File: src/rtl/color_bbox_tracker_if.sv
// Pixel-stream / tracking-result bundle for color_bbox_tracker.
//   i_pix_valid, i_x, i_y, i_rgb ([0]=R,[1]=G,[2]=B), i_frame_end : pixel stream
//   o_left/o_right/o_up/o_down ([0]=x,[1]=y), o_count, o_predict_valid : results
// master = pixel source / result consumer, slave = the tracker.
interface color_bbox_tracker_if;
  logic        i_pix_valid;
  logic [10:0] i_x;
  logic [10:0] i_y;
  logic [7:0]  i_rgb [2:0];
  logic        i_frame_end;
  logic [10:0] o_left  [1:0];
  logic [10:0] o_right [1:0];
  logic [10:0] o_up    [1:0];
  logic [10:0] o_down  [1:0];
  logic [20:0] o_count;
  logic        o_predict_valid;

  modport master (
    output i_pix_valid, i_x, i_y, i_rgb, i_frame_end,
    input  o_left, o_right, o_up, o_down, o_count, o_predict_valid
  );

  modport slave (
    input  i_pix_valid, i_x, i_y, i_rgb, i_frame_end,
    output o_left, o_right, o_up, o_down, o_count, o_predict_valid
  );
endinterface

File: src/rtl/color_bbox_tracker.sv
// Colour-window bounding-point tracker.
// Finds per frame the leftmost/rightmost/topmost/bottommost pixel whose colour
// lies in the threshold window, and publishes them with a one-cycle
// o_predict_valid pulse two cycles after i_frame_end.
// Ports:
//   i_clk  clock
//   i_rst  asynchronous active-high reset
//   bus    color_bbox_tracker_if.slave (pixel stream in, extreme points out)
module color_bbox_tracker #(
  parameter int unsigned H_ACTIVE   = 640,
  parameter int unsigned V_ACTIVE   = 480,
  parameter int unsigned R_MAX      = 100,
  parameter int unsigned G_MIN      = 150,
  parameter int unsigned B_MAX      = 100,
  parameter int unsigned MIN_PIXELS = 16,
  parameter logic [10:0] NOT_FOUND  = 11'd2023
) (
  input logic                  i_clk,
  input logic                  i_rst,
  color_bbox_tracker_if.slave  bus
);

  typedef enum logic {S_ACCUM, S_PUBLISH} state_t;

  typedef struct packed {
    logic [20:0] cnt;
    logic [10:0] min_x, max_x, min_y, max_y;
    logic [10:0] lx, ly, rx, ry, ux, uy, dx, dy;
  } acc_t;

  localparam acc_t ACC_INIT = '{
    cnt: '0, min_x: '1, max_x: '0, min_y: '1, max_y: '0,
    lx: NOT_FOUND, ly: NOT_FOUND, rx: NOT_FOUND, ry: NOT_FOUND,
    ux: NOT_FOUND, uy: NOT_FOUND, dx: NOT_FOUND, dy: NOT_FOUND
  };

  state_t      state, state_nxt;
  acc_t        acc, acc_base, acc_upd;
  logic        match0;
  logic        m1, e1;
  logic [10:0] x1, y1;
  logic        found;

  // Stage 1: classify the incoming pixel
  always_comb begin
    match0 = bus.i_pix_valid
          && (32'(bus.i_x) < H_ACTIVE) && (32'(bus.i_y) < V_ACTIVE)
          && (32'(bus.i_rgb[0]) <= R_MAX)
          && (32'(bus.i_rgb[1]) >= G_MIN)
          && (32'(bus.i_rgb[2]) <= B_MAX);
  end

  always_ff @(posedge i_clk or posedge i_rst) begin
    if (i_rst) begin
      m1 <= 1'b0;
      e1 <= 1'b0;
      x1 <= '0;
      y1 <= '0;
    end else begin
      m1 <= match0;
      e1 <= bus.i_frame_end;
      x1 <= bus.i_x;
      y1 <= bus.i_y;
    end
  end

  // Next state, publish strobe and accumulator update.
  // In S_PUBLISH the update starts from the initial values, so clearing and the
  // pixel arriving in that cycle merge; a frame end there publishes again.
  always_comb begin
    state_nxt           = S_ACCUM;
    bus.o_predict_valid = 1'b0;
    acc_base            = acc;
    case (state)
      S_ACCUM: begin
        if (e1) state_nxt = S_PUBLISH;
      end
      S_PUBLISH: begin
        bus.o_predict_valid = 1'b1;
        acc_base            = ACC_INIT;
        if (e1) state_nxt = S_PUBLISH;
      end
      default: state_nxt = S_ACCUM;
    endcase

    acc_upd = acc_base;
    if (m1) begin
      if (acc_base.cnt != '1) acc_upd.cnt = acc_base.cnt + 21'd1;
      if (x1 < acc_base.min_x) begin
        acc_upd.min_x = x1;
        acc_upd.lx    = x1;
        acc_upd.ly    = y1;
      end
      if (x1 > acc_base.max_x) begin
        acc_upd.max_x = x1;
        acc_upd.rx    = x1;
        acc_upd.ry    = y1;
      end
      if (y1 < acc_base.min_y) begin
        acc_upd.min_y = y1;
        acc_upd.ux    = x1;
        acc_upd.uy    = y1;
      end
      if (y1 > acc_base.max_y) begin
        acc_upd.max_y = y1;
        acc_upd.dx    = x1;
        acc_upd.dy    = y1;
      end
    end
    found = 32'(acc_upd.cnt) >= MIN_PIXELS;
  end

  always_ff @(posedge i_clk or posedge i_rst) begin
    if (i_rst) begin
      state <= S_ACCUM;
      acc   <= ACC_INIT;
    end else begin
      state <= state_nxt;
      acc   <= acc_upd;
    end
  end

  // Output registers double as the frame snapshot: loaded on the cycle the
  // frame-end pixel is accumulated, so they are valid during S_PUBLISH.
  always_ff @(posedge i_clk or posedge i_rst) begin
    if (i_rst) begin
      bus.o_left[0]  <= NOT_FOUND;
      bus.o_left[1]  <= NOT_FOUND;
      bus.o_right[0] <= NOT_FOUND;
      bus.o_right[1] <= NOT_FOUND;
      bus.o_up[0]    <= NOT_FOUND;
      bus.o_up[1]    <= NOT_FOUND;
      bus.o_down[0]  <= NOT_FOUND;
      bus.o_down[1]  <= NOT_FOUND;
      bus.o_count    <= '0;
    end else if (e1) begin
      bus.o_left[0]  <= found ? acc_upd.lx : NOT_FOUND;
      bus.o_left[1]  <= found ? acc_upd.ly : NOT_FOUND;
      bus.o_right[0] <= found ? acc_upd.rx : NOT_FOUND;
      bus.o_right[1] <= found ? acc_upd.ry : NOT_FOUND;
      bus.o_up[0]    <= found ? acc_upd.ux : NOT_FOUND;
      bus.o_up[1]    <= found ? acc_upd.uy : NOT_FOUND;
      bus.o_down[0]  <= found ? acc_upd.dx : NOT_FOUND;
      bus.o_down[1]  <= found ? acc_upd.dy : NOT_FOUND;
      bus.o_count    <= acc_upd.cnt;
    end
  end

endmodule

File: src/flat_wrapper.sv
// flat-port wrapper written by rule: the top's interface ports become plain ports
module color_bbox_tracker_flat 
#(
  parameter int unsigned H_ACTIVE   = 640,
  parameter int unsigned V_ACTIVE   = 480,
  parameter int unsigned R_MAX      = 100,
  parameter int unsigned G_MIN      = 150,
  parameter int unsigned B_MAX      = 100,
  parameter int unsigned MIN_PIXELS = 16,
  parameter logic [10:0] NOT_FOUND  = 11'd2023
)
  (i_clk, i_rst, bus_i_pix_valid, bus_i_x, bus_i_y, bus_i_rgb, bus_i_frame_end, bus_o_left, bus_o_right, bus_o_up, bus_o_down, bus_o_count, bus_o_predict_valid);
  color_bbox_tracker_if bus_i ();
  input logic i_clk;
  input logic i_rst;
  input wire logic [$bits(bus_i.i_pix_valid)-1:0] bus_i_pix_valid;
  input wire logic [$bits(bus_i.i_x)-1:0] bus_i_x;
  input wire logic [$bits(bus_i.i_y)-1:0] bus_i_y;
  input wire logic [$bits(bus_i.i_rgb)-1:0] bus_i_rgb;
  input wire logic [$bits(bus_i.i_frame_end)-1:0] bus_i_frame_end;
  output wire logic [$bits(bus_i.o_left)-1:0] bus_o_left;
  output wire logic [$bits(bus_i.o_right)-1:0] bus_o_right;
  output wire logic [$bits(bus_i.o_up)-1:0] bus_o_up;
  output wire logic [$bits(bus_i.o_down)-1:0] bus_o_down;
  output wire logic [$bits(bus_i.o_count)-1:0] bus_o_count;
  output wire logic [$bits(bus_i.o_predict_valid)-1:0] bus_o_predict_valid;
  assign bus_i.i_pix_valid = bus_i_pix_valid;
  assign bus_i.i_x = bus_i_x;
  assign bus_i.i_y = bus_i_y;
  assign bus_i.i_rgb = {>>{bus_i_rgb}};
  assign bus_i.i_frame_end = bus_i_frame_end;
  assign bus_o_left = {>>{bus_i.o_left}};
  assign bus_o_right = {>>{bus_i.o_right}};
  assign bus_o_up = {>>{bus_i.o_up}};
  assign bus_o_down = {>>{bus_i.o_down}};
  assign bus_o_count = bus_i.o_count;
  assign bus_o_predict_valid = bus_i.o_predict_valid;
  color_bbox_tracker #(.H_ACTIVE(H_ACTIVE), .V_ACTIVE(V_ACTIVE), .R_MAX(R_MAX), .G_MIN(G_MIN), .B_MAX(B_MAX), .MIN_PIXELS(MIN_PIXELS), .NOT_FOUND(NOT_FOUND)) u_core (.i_clk(i_clk), .i_rst(i_rst), .bus(bus_i));
endmodule
File: config.mk
export PLATFORM = sky130hd
export DESIGN_NAME = color_bbox_tracker_flat
export DESIGN_NICKNAME = d
export VERILOG_FILES = /design/src/rtl/color_bbox_tracker_if.sv /design/src/rtl/color_bbox_tracker.sv /design/src/flat_wrapper.sv
export SDC_FILE = /design/constraint.sdc
export NUM_CORES = 1
export LEC_CHECK = 0
export ABC_AREA = 1
export CAP_MARGIN = 30
export CELL_PAD_IN_SITES_DETAIL_PLACEMENT = 1
export CELL_PAD_IN_SITES_GLOBAL_PLACEMENT = 2
export CORE_MARGIN = 1
export CORE_UTILIZATION = 38
export CTS_BUF_LIST = sky130_fd_sc_hd__clkbuf_4 sky130_fd_sc_hd__clkbuf_8 sky130_fd_sc_hd__clkbuf_16
export DETAILED_ROUTE_END_ITERATION = 12
export DONT_BUFFER_PORTS = 1
export GPL_TIMING_DRIVEN = 0
export HOLD_SLACK_MARGIN = 0.12
export PLACE_DENSITY = 0.81
export REMOVE_ABC_BUFFERS = 1
export SLEW_MARGIN = 30
export SYNTH_ARGS = -nofsm -noshare
export SYNTH_HDL_FRONTEND = slang
export SYNTH_SLANG_ARGS = --single-unit
File: constraint.sdc
create_clock -name i_clk -period 13.1 [get_ports i_clk]
set_input_delay 3.275 -clock i_clk [delete_from_list [all_inputs] [get_ports i_clk]]
set_output_delay 3.275 -clock i_clk [all_outputs]
set_load 0.005 [all_outputs]
==> impl_metrics.ini, run 1 <==
[job]
drv_cap = 0

[placed_design]
hpwlAfterDp_um = 24100
place_congestion = 0.762
io_buffers = 0
dpl.cell_count = 2083

[synthesis]
synth_cells = 1693
synth_warnings = 0
synth_top_area_share_pct = 31.5
avgSynthCellArea_um2 = 8.18
yosys.area.top_type = dfstp_2
yosys.cell_types.count = 37
syn_area_um2 = 13800
ys_ff_latch = 287
ys_seq_area_share_pct = 53.4
ys_top_cells_by_area = dfstp_2 32%, dfrtp_1 22%, nand2_1 14%, nor2_1 6.0%, o21ai_0 4.1%

[critical_path]
path_cells = buf_12
required_ps = 9820
crit_fanout = 44
critPathTopFamily = flip-flops
path_class = reg -> out
cp_slowest_cell = dfrtp_4
slowest_delay_ps = 630
critPathBufInv = 1
worstPathArrival_ps = 1450
end_kind = primary output
crit_path_start_kind = flop

[sta]
drv_slew = 0
finalSetupViolCount = 0
min_period_ps = 4730
rsz0062_at_grt = false
skew_ps = 11.9
fmax_mhz = 211
hold_slack_ps = 477
post-route-period-util_pct = 36.1
worstMarginPinSlew_ps = 802
hold_violations = 0
max_slew_margin_pct = 46.4

[cts]
cts_buffers = 35
h-tree-depth = 2
cts_tree = yes
clkLatencyLatePin_ps = 540
post_cts_buffers = 0
clk_pin_slew_ps = 60
cts_hold_buffers = 0
clk_path_buf_depth = 3
cts.repair.resized = 0
clock_sinks = 287
cts-root-buf = clkbuf_16

[detailed_routing]
first_pass_iters = 8
drt_wl_total_um = 37700
final_antenna_net_count = 0
avgViaCountPerCell = 5.03
drt-initial-drc-count = 518
drc = 11
routedWlPerCell_um = 17.6
vias = 10800

[die]
rows = 69
fp.coreArea_um2 = 35700
dieArea_um2 = 37200
io_pins = 160
fp.dieH_um = 193
die_x_um = 193
initial_core_util_pct = 38.7

[final_layout]
stdcell_count = 2145
final_common_cell = nand2_1
syn2layout_area_growth_pct = 12.6
diodes = 0
nets = 1752
drive_gt1_share_pct = 19.5
final_cell_mix = 523 x nand2_1, 222 x nor2_1, 166 x dfstp_2

[global_route]
grt_max_degree = 88
overflow = 0
grtUsageTotal_pct = 21.3
antenna_found_initial = 0
grt_pass1_vias = 11600
grt_pass1_wl_um = 61900

[power]
ir_drop_mv = 0.0835
leakage_nw = 7.38
power_density_nw_per_um2 = 127

[outcome]
violations = design-rule violations
outcome = complete, but fails checks

[hold_path]
hp-class = reg -> reg
[synth_stat cells, drive strengths merged]
library cell / count
dfrtp: 121
a31oi: 3
xnor2: 2
nor3: 7
nand4: 7
ha: 43
o31ai: 2
a21oi: 93
a211oi: 2
nor2: 227
buf: 23
inv: 152
nor3b: 1
nor4: 3
clkbuf: 60
a21o: 2
a32o: 1
nand2: 525
or2: 46
nand3b: 3
o2111ai: 2
xor2: 6
o21a: 9
dfstp: 166
nand3: 72
clkinv: 1
o21ai: 114
[sequential cells by signal, indices dropped and copies added (netlist names)]
signal              flops
u_core.m1               1
u_core.y1              11
u_core.bus.o_up        22
u_core.x1              11
u_core.bus.o_right     22
u_core.acc            153
u_core.bus.o_down      22
u_core.bus.o_left      22
u_core.e1               1
u_core.state            1
u_core.bus.o_count     21
[kinds of logic after synthesis]
family	share of synthesized area (%)
flops	53.4
simple gates	26.3
compound gates	9.17
xor+xnor	0.506
buf+inv	6.71
fa+ha+maj	3.89
[power by group]
group	internal [mW]	total, mW	switching [mW]
logic	0.0199	0.0788	0.0589
registers	0.903	0.917	0.0136
clock network	0.600	0.983	0.383
total	1.52	1.98	0.456
[worst min-delay path, cell delays in order, from the launching register on]
cell and delay, ps:
dfstp_2 370, nand2_1 60, nand2_1 50
[final timing paths]
path | from | to | slack [ps] | cells past startpoint
hold reg to reg | u_core.bus.o_right[18] | u_core.bus.o_right[18] | 480 | 2
max in group asynchronous | i_rst | u_core.bus.o_right[13] | 9370 | 3
setup reg to reg | u_core.state | u_core.bus.o_right[10] | 8770 | 15
min in group asynchronous | i_rst | u_core.acc[118] | 2620 | 1
setup / recovery | u_core.state | bus_o_predict_valid | 8370 | 1
hold / removal | u_core.bus.o_right[18] | u_core.bus.o_right[18] | 480 | 2
[per-stage QoR]
step	total power, mW	instance area (um^2)	utilization (%)	setup TNS (ps)	setup WS, ps
after floorplan	0.973	13500	-	0	2180
after detailed placement	1.01	14400	40.4	0	8670
after CTS	2.02	15600	43.6	0	8300
after global placement	1.00	14100	39.4	-200600	-1670
after global routing	2.05	15600	43.6	0	8260
final	1.98	15600	43.6	0	8370
[routing by layer]
layer | up-vias | track usage (%) | share of wire (%)
met5 | - | 0 | 0
met4 | 0 | 5.84 | 2.0
met3 | 49 | 4.16 | 4.3
met2 | 153 | 36.2 | 48
met1 | 5358 | 27.4 | 46
li1 | 5233 | - | -
[area by class of cell]
| class | count | area (um^2) |
|---|---|---|
| Clock buffer | 48 | 1010 |
| Sequential cell | 287 | 7400 |
| Multi-Input combinational cell | 1170 | 5560 |
| Inverter | 153 | 597 |
| Fill cell | 4284 | 20200 |
| Clock inverter | 14 | 155 |
| Timing Repair Buffer | 12 | 285 |
| Tap cell | 461 | 577 |
Power figures use the tool's default switching activity.
==> inputs of run 2 (changes only) <==
--- a/config.mk
+++ b/config.mk
@@ -10,13 +10,13 @@
 export CELL_PAD_IN_SITES_DETAIL_PLACEMENT = 1
 export CELL_PAD_IN_SITES_GLOBAL_PLACEMENT = 2
 export CORE_MARGIN = 1
-export CORE_UTILIZATION = 38
+export CORE_UTILIZATION = 34
 export CTS_BUF_LIST = sky130_fd_sc_hd__clkbuf_4 sky130_fd_sc_hd__clkbuf_8 sky130_fd_sc_hd__clkbuf_16
 export DETAILED_ROUTE_END_ITERATION = 12
 export DONT_BUFFER_PORTS = 1
 export GPL_TIMING_DRIVEN = 0
 export HOLD_SLACK_MARGIN = 0.12
-export PLACE_DENSITY = 0.81
+export PLACE_DENSITY = 0.77
 export REMOVE_ABC_BUFFERS = 1
 export SLEW_MARGIN = 30
 export SYNTH_ARGS = -nofsm -noshare
==> constraint.sdc (replaced) <==
create_clock -name i_clk -period 3.85 [get_ports i_clk]
set_input_delay 0.9625 -clock i_clk [delete_from_list [all_inputs] [get_ports i_clk]]
set_output_delay 0.9625 -clock i_clk [all_outputs]
set_load 0.005 [all_outputs]
==> impl_metrics.ini, run 2 (synthesis gave the netlist of run 1 again) <==
[outcome]
outcome = completed

[cts]
clock_sinks = 287
cts_tree = yes
clk_pin_slew_ps = 60
cts_buffers = 36
clk_path_buf_depth = 3
cts-root-buf = clkbuf_16
clkLatencyLatePin_ps = 540
h-tree-depth = 2

[final_layout]
final_common_cell = nand2_1
final_cell_mix = 522 x nand2_1, 216 x nor2_1, 166 x dfstp_2
nets = 1766
largest_reg_flops = 153
stdcell_count = 2224
syn2layout_area_growth_pct = 15.3
drive_gt1_share_pct = 20.8
largest-register = u_core.acc
diodes = 0

[detailed_routing]
vias = 10900
drt-initial-drc-count = 453
final_antenna_net_count = 0
first_pass_iters = 4
avgViaCountPerCell = 4.89
drt_wl_total_um = 39600
routedWlPerCell_um = 17.8
drc = 0

[power]
total_power_mw = 6.99
switching_share_pct = 22.8
combPwrFrac_pct = 4.0
power_density_nw_per_um2 = 438
ir_drop_mv = 0.329
leakage_nw = 7.49
pwr-share-seq_pct = 44.6
clkPwrFrac_pct = 51.4
switchingPower_mw = 1.60
p_int_mw = 5.40

[critical_path]
crit_fanout = 51
r2r_slack_ps = 340
reg2reg_from = u_core.state
end_kind = flop
crit_path_start_kind = flop
rr_worst_depth = 18
path_class = reg -> reg
r2r_end = u_core.bus.o_right[10]
required_ps = 4330
worstPathArrival_ps = 3990

[hold_path]
hp-class = in -> async

[global_route]
grt_max_degree = 97
grt_pass1_wl_um = 65200
overflow = 0
grt_pass1_vias = 11600
top_usage_layer = met2
grtUsageMet2_pct = 33.6
use_met3_pct = 3.15
gr-usage-met1_pct = 26.1
antenna_found_initial = 0
grtUsageTotal_pct = 20.0

[die]
io_pins = 160
dieArea_um2 = 41500
initial_core_util_pct = 34.7
fp.dieH_um = 204
die_x_um = 204
fp.coreArea_um2 = 39900
rows = 73

[placed_design]
place_congestion = 0.804
hpwlAfterDp_um = 24800
io_buffers = 0
dpl.cell_count = 2147

[sta]
finalSetupViolCount = 0
hold_slack_ps = 308
fmax_mhz = 285
skew_ps = 10.7
worstMarginPinSlew_ps = 669
hold_violations = 0
post-route-period-util_pct = 91.1
drv_slew = 0
min_period_ps = 3510
max_slew_margin_pct = 54.9

[job]
drv_cap = 0
run 2: changes by cell type in the layout (fill, tap and decap cells not counted), moves of 2 or more:
cell,delta
inv_1,-2
nor2_1,-6
buf_4,+9
clkinv_2,-4
clkinvlp_4,+2
clkbuf_8,+7
nor2_2,+6
clkinv_4,-2
clkbuf_16,+2
run 2: repair_timing:
action                                  CTS  global route
setup buffers                             4             6
endpoints found under the setup margin  143            68
pin swaps                                 1             2
cloned                                    2             1
gates resized for setup                  10            10
hold buffers                              0             0
run 2: power by group through the flow:
stage / logic, mW / registers, mW / clock network (mW)
6_report: 0.283 / 3.12 / 3.59
5_1_grt: 0.327 / 3.12 / 3.82
4_1_cts: 0.289 / 3.12 / 3.72
3_5_place_dp: 0.283 / 3.17 / 0
3_3_place_gp: 0.220 / 3.20 / 0
2_1_floorplan: 0.152 / 3.16 / 0
run 2: layout make-up:
type                            instances  area (um^2)
Fill cell                            4653        24000
Timing Repair Buffer                   22          380
Tap cell                              525          657
Inverter                              153          621
Multi-Input combinational cell       1171         5620
Clock buffer                           56         1150
Clock inverter                          8          119
Timing Repair inverter                  2         16.3
Sequential cell                       287         7400
run 2: per-layer routing:
metal | routed length [um] | part of all wire, %
met5 | 0 | 0
met4 | 941 | 2.4
met3 | 1320 | 3.3
met2 | 18900 | 48
met1 | 18400 | 46
run 2: worst max-delay path, stage by stage, from the launching register on:
cell and delay, ps:
dfrtp_4 500, buf_16 210, buf_12 230, inv_16 160, nand2_1 100, ha_1 310, nand2_1 100, nor4_1 310
nand3_1 120, nand2_1 70, inv_1 60, nand2_4 380, clkinvlp_4 150, buf_4 200, o21ai_0 240, inv_1 70
nand2_1 60, nand2_1 50, nand2_1 70
run 2: worst max-delay path by stage:
| stage | start | end | slack [ps] | cells after the start |
|---|---|---|---|---|
| after global placement | i_rst | u_core.bus.o_count[18] | -8880 | 1 |
| final | u_core.state | u_core.bus.o_right[10] | 340 | 18 |
| after global routing | u_core.state | u_core.bus.o_right[5] | -2 | 19 |
| after CTS | u_core.state | u_core.bus.o_down[16] | 20 | 18 |
| after floorplan | i_rst | u_core.acc[110] | -4760 | 1 |
| after detailed placement | u_core.state | u_core.bus.o_right[9] | -1060 | 16 |
run 2: metrics by stage:
step	setup slack, ps	setup TNS [ps]	cell area, um^2	util [%]
6_report	343	0	16000	40.0
5_1_grt	-1.55	-1.55	16000	40.0
4_1_cts	16.8	0	15900	39.7
3_5_place_dp	-1060	-83080	14500	36.3
3_3_place_gp	-8880	-3197900	14100	35.4
2_1_floorplan	-4760	-1171070	13500	-
